### config.mk
export PLATFORM = sky130hd
export DESIGN_NAME = add16_stream_accum_flat
export DESIGN_NICKNAME = d
export VERILOG_FILES = /design/src/rtl/add16_pkg.sv /design/src/rtl/add16_stream_accum_if.sv /design/src/rtl/add16_stream_accum_ctrl.sv /design/src/rtl/add16_stream_accum.sv /design/src/flat_wrapper.sv
export SDC_FILE = /design/constraint.sdc
export NUM_CORES = 1
export LEC_CHECK = 0
export CAP_MARGIN = 40
export CORE_MARGIN = 2
export CORE_UTILIZATION = 37
export CTS_CLUSTER_SIZE = 24
export DETAILED_ROUTE_END_ITERATION = 16
export PLACE_DENSITY = 0.81
export SYNTH_ARGS = -nofsm -noshare
export SYNTH_HDL_FRONTEND = slang
export SYNTH_SLANG_ARGS = --single-unit
### constraint.sdc
create_clock -name clk -period 1.8 [get_ports clk]
set_clock_uncertainty 0.15 [all_clocks]
set_input_delay 0.18 -clock clk [delete_from_list [all_inputs] [get_ports clk]]
set_output_delay 0.18 -clock clk [all_outputs]
set_load 0.005 [all_outputs]
### src/rtl/add16_pkg.sv
// Shared types, constants and the adder16 behavioural reference.
// Ports: none (package imported by accumulator RTL and bench).
package add16_pkg;

    typedef enum logic [1:0] {
        ADD_SAT  = 2'b00,
        SUB_SAT  = 2'b01,
        NIB_WRAP = 2'b10,
        NIB_SAT  = 2'b11
    } mode_e;

    typedef enum logic [1:0] {
        S_IDLE = 2'd0,
        S_RUN  = 2'd1,
        S_DONE = 2'd2
    } state_e;

    localparam logic signed [15:0] SAT_MAX = 16'sh7FFF;
    localparam logic signed [15:0] SAT_MIN = 16'sh8000;
    localparam logic signed [3:0]  NIB_MAX = 4'sh7;
    localparam logic signed [3:0]  NIB_MIN = 4'sh8;

    typedef struct packed {
        logic        ov;
        logic [15:0] sum;
    } add_res_t;

    // ov flags any saturation (full-width modes) or any
    // per-nibble signed overflow (nibble modes).
    function automatic add_res_t add16_ref(
        input logic [15:0] a,
        input logic [15:0] b,
        input mode_e       mode
    );
        add_res_t           r;
        logic signed [16:0] w;
        logic signed [4:0]  n;
        r = '0;
        w = '0;
        n = '0;
        unique case (mode)
            ADD_SAT, SUB_SAT: begin
                if (mode == ADD_SAT)
                    w = $signed({a[15], a}) + $signed({b[15], b});
                else
                    w = $signed({a[15], a}) - $signed({b[15], b});
                if (w > $signed({SAT_MAX[15], SAT_MAX})) begin
                    r.sum = SAT_MAX;
                    r.ov  = 1'b1;
                end else if (w < $signed({SAT_MIN[15], SAT_MIN})) begin
                    r.sum = SAT_MIN;
                    r.ov  = 1'b1;
                end else begin
                    r.sum = w[15:0];
                end
            end
            default: begin
                for (int i = 0; i < 4; i++) begin
                    n = $signed({a[4*i+3], a[4*i +: 4]})
                      + $signed({b[4*i+3], b[4*i +: 4]});
                    if (mode == NIB_WRAP) begin
                        r.sum[4*i +: 4] = n[3:0];
                        if (n[4] != n[3]) r.ov = 1'b1;
                    end else if (n > $signed({NIB_MAX[3], NIB_MAX})) begin
                        r.sum[4*i +: 4] = NIB_MAX;
                        r.ov = 1'b1;
                    end else if (n < $signed({NIB_MIN[3], NIB_MIN})) begin
                        r.sum[4*i +: 4] = NIB_MIN;
                        r.ov = 1'b1;
                    end else begin
                        r.sum[4*i +: 4] = n[3:0];
                    end
                end
            end
        endcase
        return r;
    endfunction

endpackage

### src/rtl/add16_stream_accum_if.sv
// Bundle of command, operand, adder16 and result signals.
// master: accumulator side; slave: environment / adder side.
interface add16_stream_accum_if #(
    parameter int MAX_LEN = 16
);
    localparam int LEN_W = $clog2(MAX_LEN + 1);

    logic             start_valid;
    logic             start_ready;
    logic [1:0]       start_mode;
    logic [LEN_W-1:0] start_len;
    logic [15:0]      start_init;
    logic             in_valid;
    logic             in_ready;
    logic [15:0]      in_data;
    logic [15:0]      add_a;
    logic [15:0]      add_b;
    logic [1:0]       add_mode;
    logic [15:0]      add_sum;
    logic             add_ov;
    logic             out_valid;
    logic             out_ready;
    logic [15:0]      out_sum;
    logic             out_ov;
    logic [LEN_W-1:0] out_count;
    logic             chk_err;

    modport master (
        input  start_valid, start_mode, start_len, start_init,
        input  in_valid, in_data, add_sum, add_ov, out_ready,
        output start_ready, in_ready, add_a, add_b, add_mode,
        output out_valid, out_sum, out_ov, out_count, chk_err
    );

    modport slave (
        output start_valid, start_mode, start_len, start_init,
        output in_valid, in_data, add_sum, add_ov, out_ready,
        input  start_ready, in_ready, add_a, add_b, add_mode,
        input  out_valid, out_sum, out_ov, out_count, chk_err
    );

endinterface

### src/rtl/add16_stream_accum_ctrl.sv
// IDLE/RUN/DONE sequencer: length clamp, element counters, handshakes.
// Ports: clk, reset, start/in/out handshakes, accept strobes, count.
module add16_accum_ctrl
    import add16_pkg::*;
#(
    parameter int MAX_LEN = 16,
    parameter int LEN_W   = $clog2(MAX_LEN + 1)
) (
    input  logic             clk,
    input  logic             reset,
    input  logic             start_valid,
    input  logic [LEN_W-1:0] start_len,
    input  logic             in_valid,
    input  logic             out_ready,
    output logic             start_ready,
    output logic             in_ready,
    output logic             out_valid,
    output logic             start_acc,
    output logic             elem_acc,
    output logic [LEN_W-1:0] count
);
    localparam logic [LEN_W-1:0] MAX_L = LEN_W'(MAX_LEN);

    state_e           state;
    logic [LEN_W-1:0] remaining;
    logic [LEN_W-1:0] len_c;

    assign len_c     = (start_len > MAX_L) ? MAX_L : start_len;
    assign start_acc = start_ready & start_valid;
    assign elem_acc  = in_ready & in_valid;

    // Handshake outputs are registered alongside the state so
    // they change only on state transitions.
    always_ff @(posedge clk) begin
        if (reset) begin
            state       <= S_IDLE;
            remaining   <= '0;
            count       <= '0;
            start_ready <= 1'b1;
            in_ready    <= 1'b0;
            out_valid   <= 1'b0;
        end else begin
            unique case (state)
                S_IDLE: if (start_valid) begin
                    count       <= '0;
                    remaining   <= len_c;
                    start_ready <= 1'b0;
                    if (len_c != '0) begin
                        state    <= S_RUN;
                        in_ready <= 1'b1;
                    end else begin
                        state     <= S_DONE;
                        out_valid <= 1'b1;
                    end
                end
                S_RUN: if (in_valid) begin
                    count     <= count + LEN_W'(1);
                    remaining <= remaining - LEN_W'(1);
                    if (remaining == LEN_W'(1)) begin
                        state     <= S_DONE;
                        in_ready  <= 1'b0;
                        out_valid <= 1'b1;
                    end
                end
                S_DONE: if (out_ready) begin
                    state       <= S_IDLE;
                    out_valid   <= 1'b0;
                    start_ready <= 1'b1;
                end
                default: begin
                    state       <= S_IDLE;
                    start_ready <= 1'b1;
                    in_ready    <= 1'b0;
                    out_valid   <= 1'b0;
                end
            endcase
        end
    end

endmodule

### src/rtl/add16_stream_accum.sv
// Streams operands through an external adder16 into one accumulator.
// Ports: clk, reset, bus (add16_stream_accum_if.master).
// Optional: ADD16_ACCUM_SELFCHECK_EN builds the chk_err adder checker.
module add16_stream_accum
    import add16_pkg::*;
#(
    parameter int MAX_LEN = 16
) (
    input logic                  clk,
    input logic                  reset,
    add16_stream_accum_if.master bus
);
    localparam int LEN_W = $clog2(MAX_LEN + 1);

    logic [15:0]      acc;
    mode_e            mode_q;
    logic             ov_sticky;
    logic             start_acc;
    logic             elem_acc;
    logic [LEN_W-1:0] count;

    add16_accum_ctrl #(
        .MAX_LEN (MAX_LEN),
        .LEN_W   (LEN_W)
    ) u_ctrl (
        .clk         (clk),
        .reset       (reset),
        .start_valid (bus.start_valid),
        .start_len   (bus.start_len),
        .in_valid    (bus.in_valid),
        .out_ready   (bus.out_ready),
        .start_ready (bus.start_ready),
        .in_ready    (bus.in_ready),
        .out_valid   (bus.out_valid),
        .start_acc   (start_acc),
        .elem_acc    (elem_acc),
        .count       (count)
    );

    // in_ready is high exactly in RUN; elsewhere b is parked at 0.
    assign bus.add_a    = acc;
    assign bus.add_b    = bus.in_ready ? bus.in_data : 16'h0000;
    assign bus.add_mode = mode_q;

    assign bus.out_sum   = bus.out_valid ? acc : 16'h0000;
    assign bus.out_ov    = bus.out_valid & ov_sticky;
    assign bus.out_count = bus.out_valid ? count : '0;

    always_ff @(posedge clk) begin
        if (reset) begin
            acc       <= '0;
            mode_q    <= ADD_SAT;
            ov_sticky <= 1'b0;
        end else if (start_acc) begin
            acc       <= bus.start_init;
            mode_q    <= mode_e'(bus.start_mode);
            ov_sticky <= 1'b0;
        end else if (elem_acc) begin
            acc       <= bus.add_sum;
            ov_sticky <= ov_sticky | bus.add_ov;
        end
    end

`ifdef ADD16_ACCUM_SELFCHECK_EN
    add_res_t exp_r;
    logic     chk_q;

    assign exp_r = add16_ref(acc, bus.in_data, mode_q);

    always_ff @(posedge clk) begin
        if (reset) begin
            chk_q <= 1'b0;
        end else if (start_acc) begin
            chk_q <= 1'b0;
        end else if (elem_acc && (exp_r != {bus.add_ov, bus.add_sum})) begin
            chk_q <= 1'b1;
        end
    end

    assign bus.chk_err = chk_q;
`else
    assign bus.chk_err = 1'b0;
`endif

endmodule
### src/flat_wrapper.sv
// flat-port wrapper written by rule: the top's interface ports become plain ports
module add16_stream_accum_flat import add16_pkg::*;
#(
    parameter int MAX_LEN = 16
)
  (clk, reset, bus_start_valid, bus_start_mode, bus_start_len, bus_start_init, bus_in_valid, bus_in_data, bus_add_sum, bus_add_ov, bus_out_ready, bus_start_ready, bus_in_ready, bus_add_a, bus_add_b, bus_add_mode, bus_out_valid, bus_out_sum, bus_out_ov, bus_out_count, bus_chk_err);
  add16_stream_accum_if #(.MAX_LEN(MAX_LEN)) bus_i ();
  input logic clk;
  input logic reset;
  input wire logic [$bits(bus_i.start_valid)-1:0] bus_start_valid;
  input wire logic [$bits(bus_i.start_mode)-1:0] bus_start_mode;
  input wire logic [$bits(bus_i.start_len)-1:0] bus_start_len;
  input wire logic [$bits(bus_i.start_init)-1:0] bus_start_init;
  input wire logic [$bits(bus_i.in_valid)-1:0] bus_in_valid;
  input wire logic [$bits(bus_i.in_data)-1:0] bus_in_data;
  input wire logic [$bits(bus_i.add_sum)-1:0] bus_add_sum;
  input wire logic [$bits(bus_i.add_ov)-1:0] bus_add_ov;
  input wire logic [$bits(bus_i.out_ready)-1:0] bus_out_ready;
  output wire logic [$bits(bus_i.start_ready)-1:0] bus_start_ready;
  output wire logic [$bits(bus_i.in_ready)-1:0] bus_in_ready;
  output wire logic [$bits(bus_i.add_a)-1:0] bus_add_a;
  output wire logic [$bits(bus_i.add_b)-1:0] bus_add_b;
  output wire logic [$bits(bus_i.add_mode)-1:0] bus_add_mode;
  output wire logic [$bits(bus_i.out_valid)-1:0] bus_out_valid;
  output wire logic [$bits(bus_i.out_sum)-1:0] bus_out_sum;
  output wire logic [$bits(bus_i.out_ov)-1:0] bus_out_ov;
  output wire logic [$bits(bus_i.out_count)-1:0] bus_out_count;
  output wire logic [$bits(bus_i.chk_err)-1:0] bus_chk_err;
  assign bus_i.start_valid = bus_start_valid;
  assign bus_i.start_mode = bus_start_mode;
  assign bus_i.start_len = bus_start_len;
  assign bus_i.start_init = bus_start_init;
  assign bus_i.in_valid = bus_in_valid;
  assign bus_i.in_data = bus_in_data;
  assign bus_i.add_sum = bus_add_sum;
  assign bus_i.add_ov = bus_add_ov;
  assign bus_i.out_ready = bus_out_ready;
  assign bus_start_ready = bus_i.start_ready;
  assign bus_in_ready = bus_i.in_ready;
  assign bus_add_a = bus_i.add_a;
  assign bus_add_b = bus_i.add_b;
  assign bus_add_mode = bus_i.add_mode;
  assign bus_out_valid = bus_i.out_valid;
  assign bus_out_sum = bus_i.out_sum;
  assign bus_out_ov = bus_i.out_ov;
  assign bus_out_count = bus_i.out_count;
  assign bus_chk_err = bus_i.chk_err;
  add16_stream_accum #(.MAX_LEN(MAX_LEN)) u_core (.clk(clk), .reset(reset), .bus(bus_i));
endmodule
Yosys cells after proc, flatten, opt, wreduce, memory -nomap -nowiden

Cells that the tools add are included.

Equality and inequality tests: 9
Bitwise logic cells: 6
Magnitude comparators: 1
Multiplexer cells: 32
Reductions and logical operators: 10
Add/sub/neg operators: 2

Operators with widths:

| kind                | count |
|---|---|
| $mux 16             | 4 |
| $mux 5              | 6 |
| $pmux 5 s2          | 2 |
| $ne 2x2->1 const B  | 6 |
| $mux 1              | 11 |
| $mux 2              | 5 |
| $reduce_and 5->1    | 2 |
| $pmux 1 s3          | 3 |
| $pmux 2 s3          | 1 |
| $reduce_and 3->1    | 2 |
| $add 5x1->5 const B | 1 |
| $eq 5x1->1 const B  | 1 |
| $gt 5x5->1 const B  | 1 |
| $reduce_bool 5->1   | 1 |
| $sub 5x1->5 const B | 1 |
| $reduce_and 4->1    | 1 |
| $reduce_bool 2->1   | 2 |
| $and 1x1->1         | 3 |
| $eq 2x1->1 const B  | 1 |
| $eq 2x2->1 const B  | 1 |
| $logic_not 2->1     | 1 |
| $not 1->1           | 2 |
| $reduce_or 2->1     | 1 |
| $or 1x1->1          | 1 |

Output and inout bits: 60
Register bits: 34
Input bits: 61
Logic and storage cells: 69

Longest topological paths before layout

Gate-level depths: netlist of run 1.

Depth after elaboration: 6
Gate-level depth with buffers: 5
Mapped depth without buffers: 5

Modules after synthesis

A second synthesis of run 1 with hierarchy kept.

Cell total of the unflattened synthesis: 234
Area total of the unflattened synthesis: 2,045.7 um2

By module, submodules not included:

| module             | cells each | area an instance (um2) | times used |
|---|---|---|---|
| add16_stream_accum | 124        | 1,116.1                | 1 |
| add16_accum_ctrl   | 110        | 929.6                  | 1 |

Worst setup path before layout of run 1

Ideal clock, no wire load.

Path type: reg2reg
Start: register u_core.u_ctrl.remaining[0]
End: register u_core.u_ctrl.remaining[4]
Data required time: 1.520 ns
Setup slack: 0.225 ns
Path buffers: 0
Stages on the path, launching flop included: 6
Data arrival time: 1.295 ns
Period minus slack after synthesis: 1.575 ns
Path through: dfxtp_1 inv_1 ha_1 or3b_2 a211oi_1 o32ai_1

Cells in the longest elaborated chain, start to end: 3

RTL lines:

| what                   | line                          | text |
|---|---|---|
| from (decl)            | add16_stream_accum_ctrl.sv:25 | `logic [LEN_W-1:0] remaining;` |
| from (signal assigned) | add16_stream_accum_ctrl.sv:46 | `remaining <= len_c;` |
| from (signal assigned) | add16_stream_accum_ctrl.sv:58 | `remaining <= remaining - LEN_W'(1);` |
| $sub 5x1->5            | add16_stream_accum_ctrl.sv:58 |  |
| $mux 5                 | add16_stream_accum_ctrl.sv:56 | `S_RUN: if (in_valid) begin` |
| $pmux 5 s2             | add16_stream_accum_ctrl.sv:43 | `unique case (state)` |

No other way between the ends. The select of a mux whose other input is x is not followed.
A chain may end at the register's enable or synchronous reset.

Final worst setup path of run 1

Start: register u_core.u_ctrl.out_valid
End: output bus_out_sum[6]

Cells in the longest elaborated chain, start to end: 1

RTL lines:

| what                   | line                          | text |
|---|---|---|
| from (decl)            | add16_stream_accum_ctrl.sv:17 | `output logic out_valid,` |
| from (signal assigned) | add16_stream_accum_ctrl.sv:41 | `out_valid <= 1'b0;` |
| from (signal assigned) | add16_stream_accum_ctrl.sv:53 | `out_valid <= 1'b1;` |
| from (signal assigned) | add16_stream_accum_ctrl.sv:62 | `out_valid <= 1'b1;` |
| $mux 16                | add16_stream_accum.sv:45      | `assign bus.out_sum = bus.out_valid ? acc : 16'h0000;` |
| to (decl)              | flat_wrapper.sv:25            | `output wire logic [$bits(bus_i.out_sum)-1:0] bus_out_sum;` |

No other way between the ends.

==> summary.md, run 1 <==
| Metric | Value |
|---|---|
| Nets | 442 |
| Port bufs | 119 |
| Number of global-route vias before repair | 2112 |
| ANT cells | 0 |
| Critical path class | register to primary output |
| Placer Congestion | 0.890 |
| DIE HEIGHT | 77.3 um |
| Maxcap violations | 0 |
| Worst R2R Path Depth | 5 |
| Top_reg_cell synth | dfxtp_1 |
| Antenna Violating Nets Remaining | 0 |
| Seq cells post-synth | 34 |
| TritonCTS Buffers | 5 |
| Drt first-iter violations | 103 |
| Tcrit/Tclk final | 0.981 |
| GRT Total Usage | 0.215 |
| Worst reg2reg setup slack | 0.06 ns |
| Starting density of the core | 0.387 |
| Post-route cell area | 3550 um^2 |
| Commonest non-fill, non-tap cell in the layout | clkdlybuf4s50_1 |
| Total grt overflow | 0 |
| Core area | 5140 um^2 |
| Pwr Total | 2.39 mW |
| Outcome | finished, final reports clean |
| Worst Setup End Kind | primary output |
| Via density | 5.27 |
| Pins Over Slew Limit | 0 |
| VDD IR max | 0.496 mV |
| Element type at the critical path start | register |
| Synth async-reset ratio | 0 |
| Die area | 5980 um^2 |
| Worst Path Arrival | 1.44 ns |
| Ys Warns | 0 |
| Synthesized area | 1990 um^2 |
| Global-route wire length before repair | 10.4 mm |
| Syn Inst Count | 252 |
| Root Driver | clkbuf_8 |
| Unique cell type count in the Yosys netlist | 50 |
| Pwr dens | 674 nW/um^2 |
| Top cell type's share of synthesized area | 0.342 |
| RSZ-0062 raised after global routing | false |
| Synth area leaders | dfxtp_1 34%, and2_1 12%, a311oi_1 7.0% |
| Ratio of cells with drive above 1 in the final layout | 0.0950 |
| Crit path max fanout | 6 |
| Worst reg2reg startpoint | u_core.u_ctrl.remaining[0] |
| Synth area leader | dfxtp_1 |
| Hold Path Class | input port to register |
| Initial antenna violation count | 0 |
| Drt wl/cell | 15.9 um |
| Syn Nets | 316 |
| Largest net degree at the start of global routing | 33 |
| Hold path depth | 3 |
| # DRC | 0 |
| Cell row count | 26 |
| Clk sinks | 34 |
| Final setup viols | 0 |
| LEAKAGE | 1.72 nW |
| Area growth syn-to-layout | 78.5% |
| 1st-pass router iterations | 4 |
| CTS Hold Buffers Added | 0 |
| Fin crit period | 1.77 ns |
| I/O pins | 121 |
| RR Endpoint | u_core.u_ctrl.remaining[4] |
| Clock transition at path regs | 0.07 ns |
| Post-Synthesis Mean Instance Area | 7.89 um^2 |
| CP required | 1.47 ns |
| Most frequent cells in the layout | 99 x clkdlybuf4s50_1, 38 x and2_1, 32 x dfxtp_1, 23 x nand3_1, 22 x nand2_1 |
| Clk buf depth | 2 |
| Number of synthesized flops with an enable pin | 0 |
| Fin. Hold Viols | 0 |
| Worst skew pair latency | 0.29 ns |
| CTS tree | done |
| Placed Area | 3300 um^2 |
| Post-DP HPWL | 4.90 mm |
| FMAX | 566 MHz |
| Die X | 77.3 um |
| Htree depth | 2 |
| Post-synthesis sequential area ratio | 0.342 |
| Post-Route WL | 7.13 mm |
| Hold Startpoint | bus_start_mode[1] |
| Total number of vias | 2365 |
| Hold Crit Endpoint | u_core.bus.add_mode[1] |
==> cell usage after synthesis (5+ instances only) <==
library cell	n
dfxtp_1	34
buf_2	5
and2_1	38
nand3_1	23
clkbuf_1	13
nor2_1	18
o21ai_0	8
inv_1	8
nand2_1	22
a21oi_1	8
a311oi_1	16
==> state kept, by name, indices dropped and copies added (netlist names) <==
name and count:
u_core.u_ctrl.state 2, u_core.u_ctrl.in_ready 1, u_core.bus.add_mode 2, u_core.u_ctrl.start_ready 1, u_core.ov_sticky 1, u_core.u_ctrl.out_valid 1
u_core.bus.add_a 16, u_core.u_ctrl.count 5, u_core.u_ctrl.remaining 5
==> final cells by class <==
| type | count | area [um^2] |
|---|---|---|
| Clock buffer | 7 | 76.3 |
| Clock inverter | 1 | 30.0 |
| Fill cell | 433 | 1590 |
| Inverter | 8 | 30.0 |
| Sequential cell | 34 | 688 |
| Timing Repair Buffer | 142 | 1460 |
| Multi-Input combinational cell | 187 | 1170 |
| Tap cell | 70 | 87.6 |
==> worst max path at each step <==
stage / start / endpoint / slack [ns]
finish: u_core.u_ctrl.out_valid / bus_out_sum[6] / 0.03
global route: u_core.u_ctrl.out_valid / bus_out_sum[6] / 0.01
CTS: u_core.u_ctrl.out_valid / bus_out_sum[3] / 0.002
detailed placement: bus_start_len[1] / u_core.u_ctrl.state[1] / -0.03
global placement: bus_start_len[1] / u_core.u_ctrl.state[1] / -0.01
floorplan: u_core.u_ctrl.remaining[0] / u_core.u_ctrl.remaining[4] / 0.22
==> per-stage QoR <==
stage | TNS [ns] | hold WS (ns) | worst slack [ns] | utilization | cells
after floorplan | 0 | 0.176 | 0.225 | - | 252
after global placement | -0.0128 | 0.292 | -0.0128 | 0.643 | 434
after detailed placement | -0.0456 | 0.299 | -0.0296 | 0.643 | 434
after CTS | 0 | 0.295 | 0.00242 | 0.665 | 442
after global routing | 0 | 0.299 | 0.0101 | 0.691 | 449
final | 0 | 0.291 | 0.0338 | 0.691 | 449
==> layer usage <==
metal,track usage,wire length [um],up-vias
met5,0,0,-
met4,0.0661,88,0
met3,0.0518,377,8
met2,0.383,3710,84
met1,0.254,2960,1117
li1,-,-,1156
==> power by group <==
part / total (mW) / internal (mW) / switching, mW
Combinational: 0.777 / 0.476 / 0.301
Sequential: 0.911 / 0.830 / 0.0815
Clock: 0.707 / 0.414 / 0.293
Total: 2.39 / 1.72 / 0.675
==> worst max-delay path, stage by stage, from the launching register on <==
cell and delay [ns]:
dfxtp_4 0.38, clkbuf_16 0.14, and2_1 0.13, clkdlybuf4s50_1 0.49
==> cells by family (layout without fill, tap and decap cells) <==
kind of cell    Yosys count  count (layout)  synth area share
compound gates           53              53             0.195
flops                    34              34             0.342
simple gates            127             127             0.350
mux                       3               3            0.0220
fa+ha+maj                 3               3            0.0189
buf+inv                  31             158            0.0698
other cells               1               1           0.00188
==> what timing repair did <==
action / 4_1_cts / 5_1_grt
cloned: 0 / 1
pin swaps: 0 / 0
hold endpoints to repair: 0 / 0
endpoints found under the setup margin: 37 / 23
setup buffers: 0 / 6
gates resized for setup: 3 / 24
Note: power is estimated with default switching activity, not from simulation.
==> run 2: changes to the inputs <==
- CAP_MARGIN: 40 -> default
- HOLD_SLACK_MARGIN: default -> 0.12
==> results of run 2 <==
Final layout, timing and power as in run 1 (identical DEF).
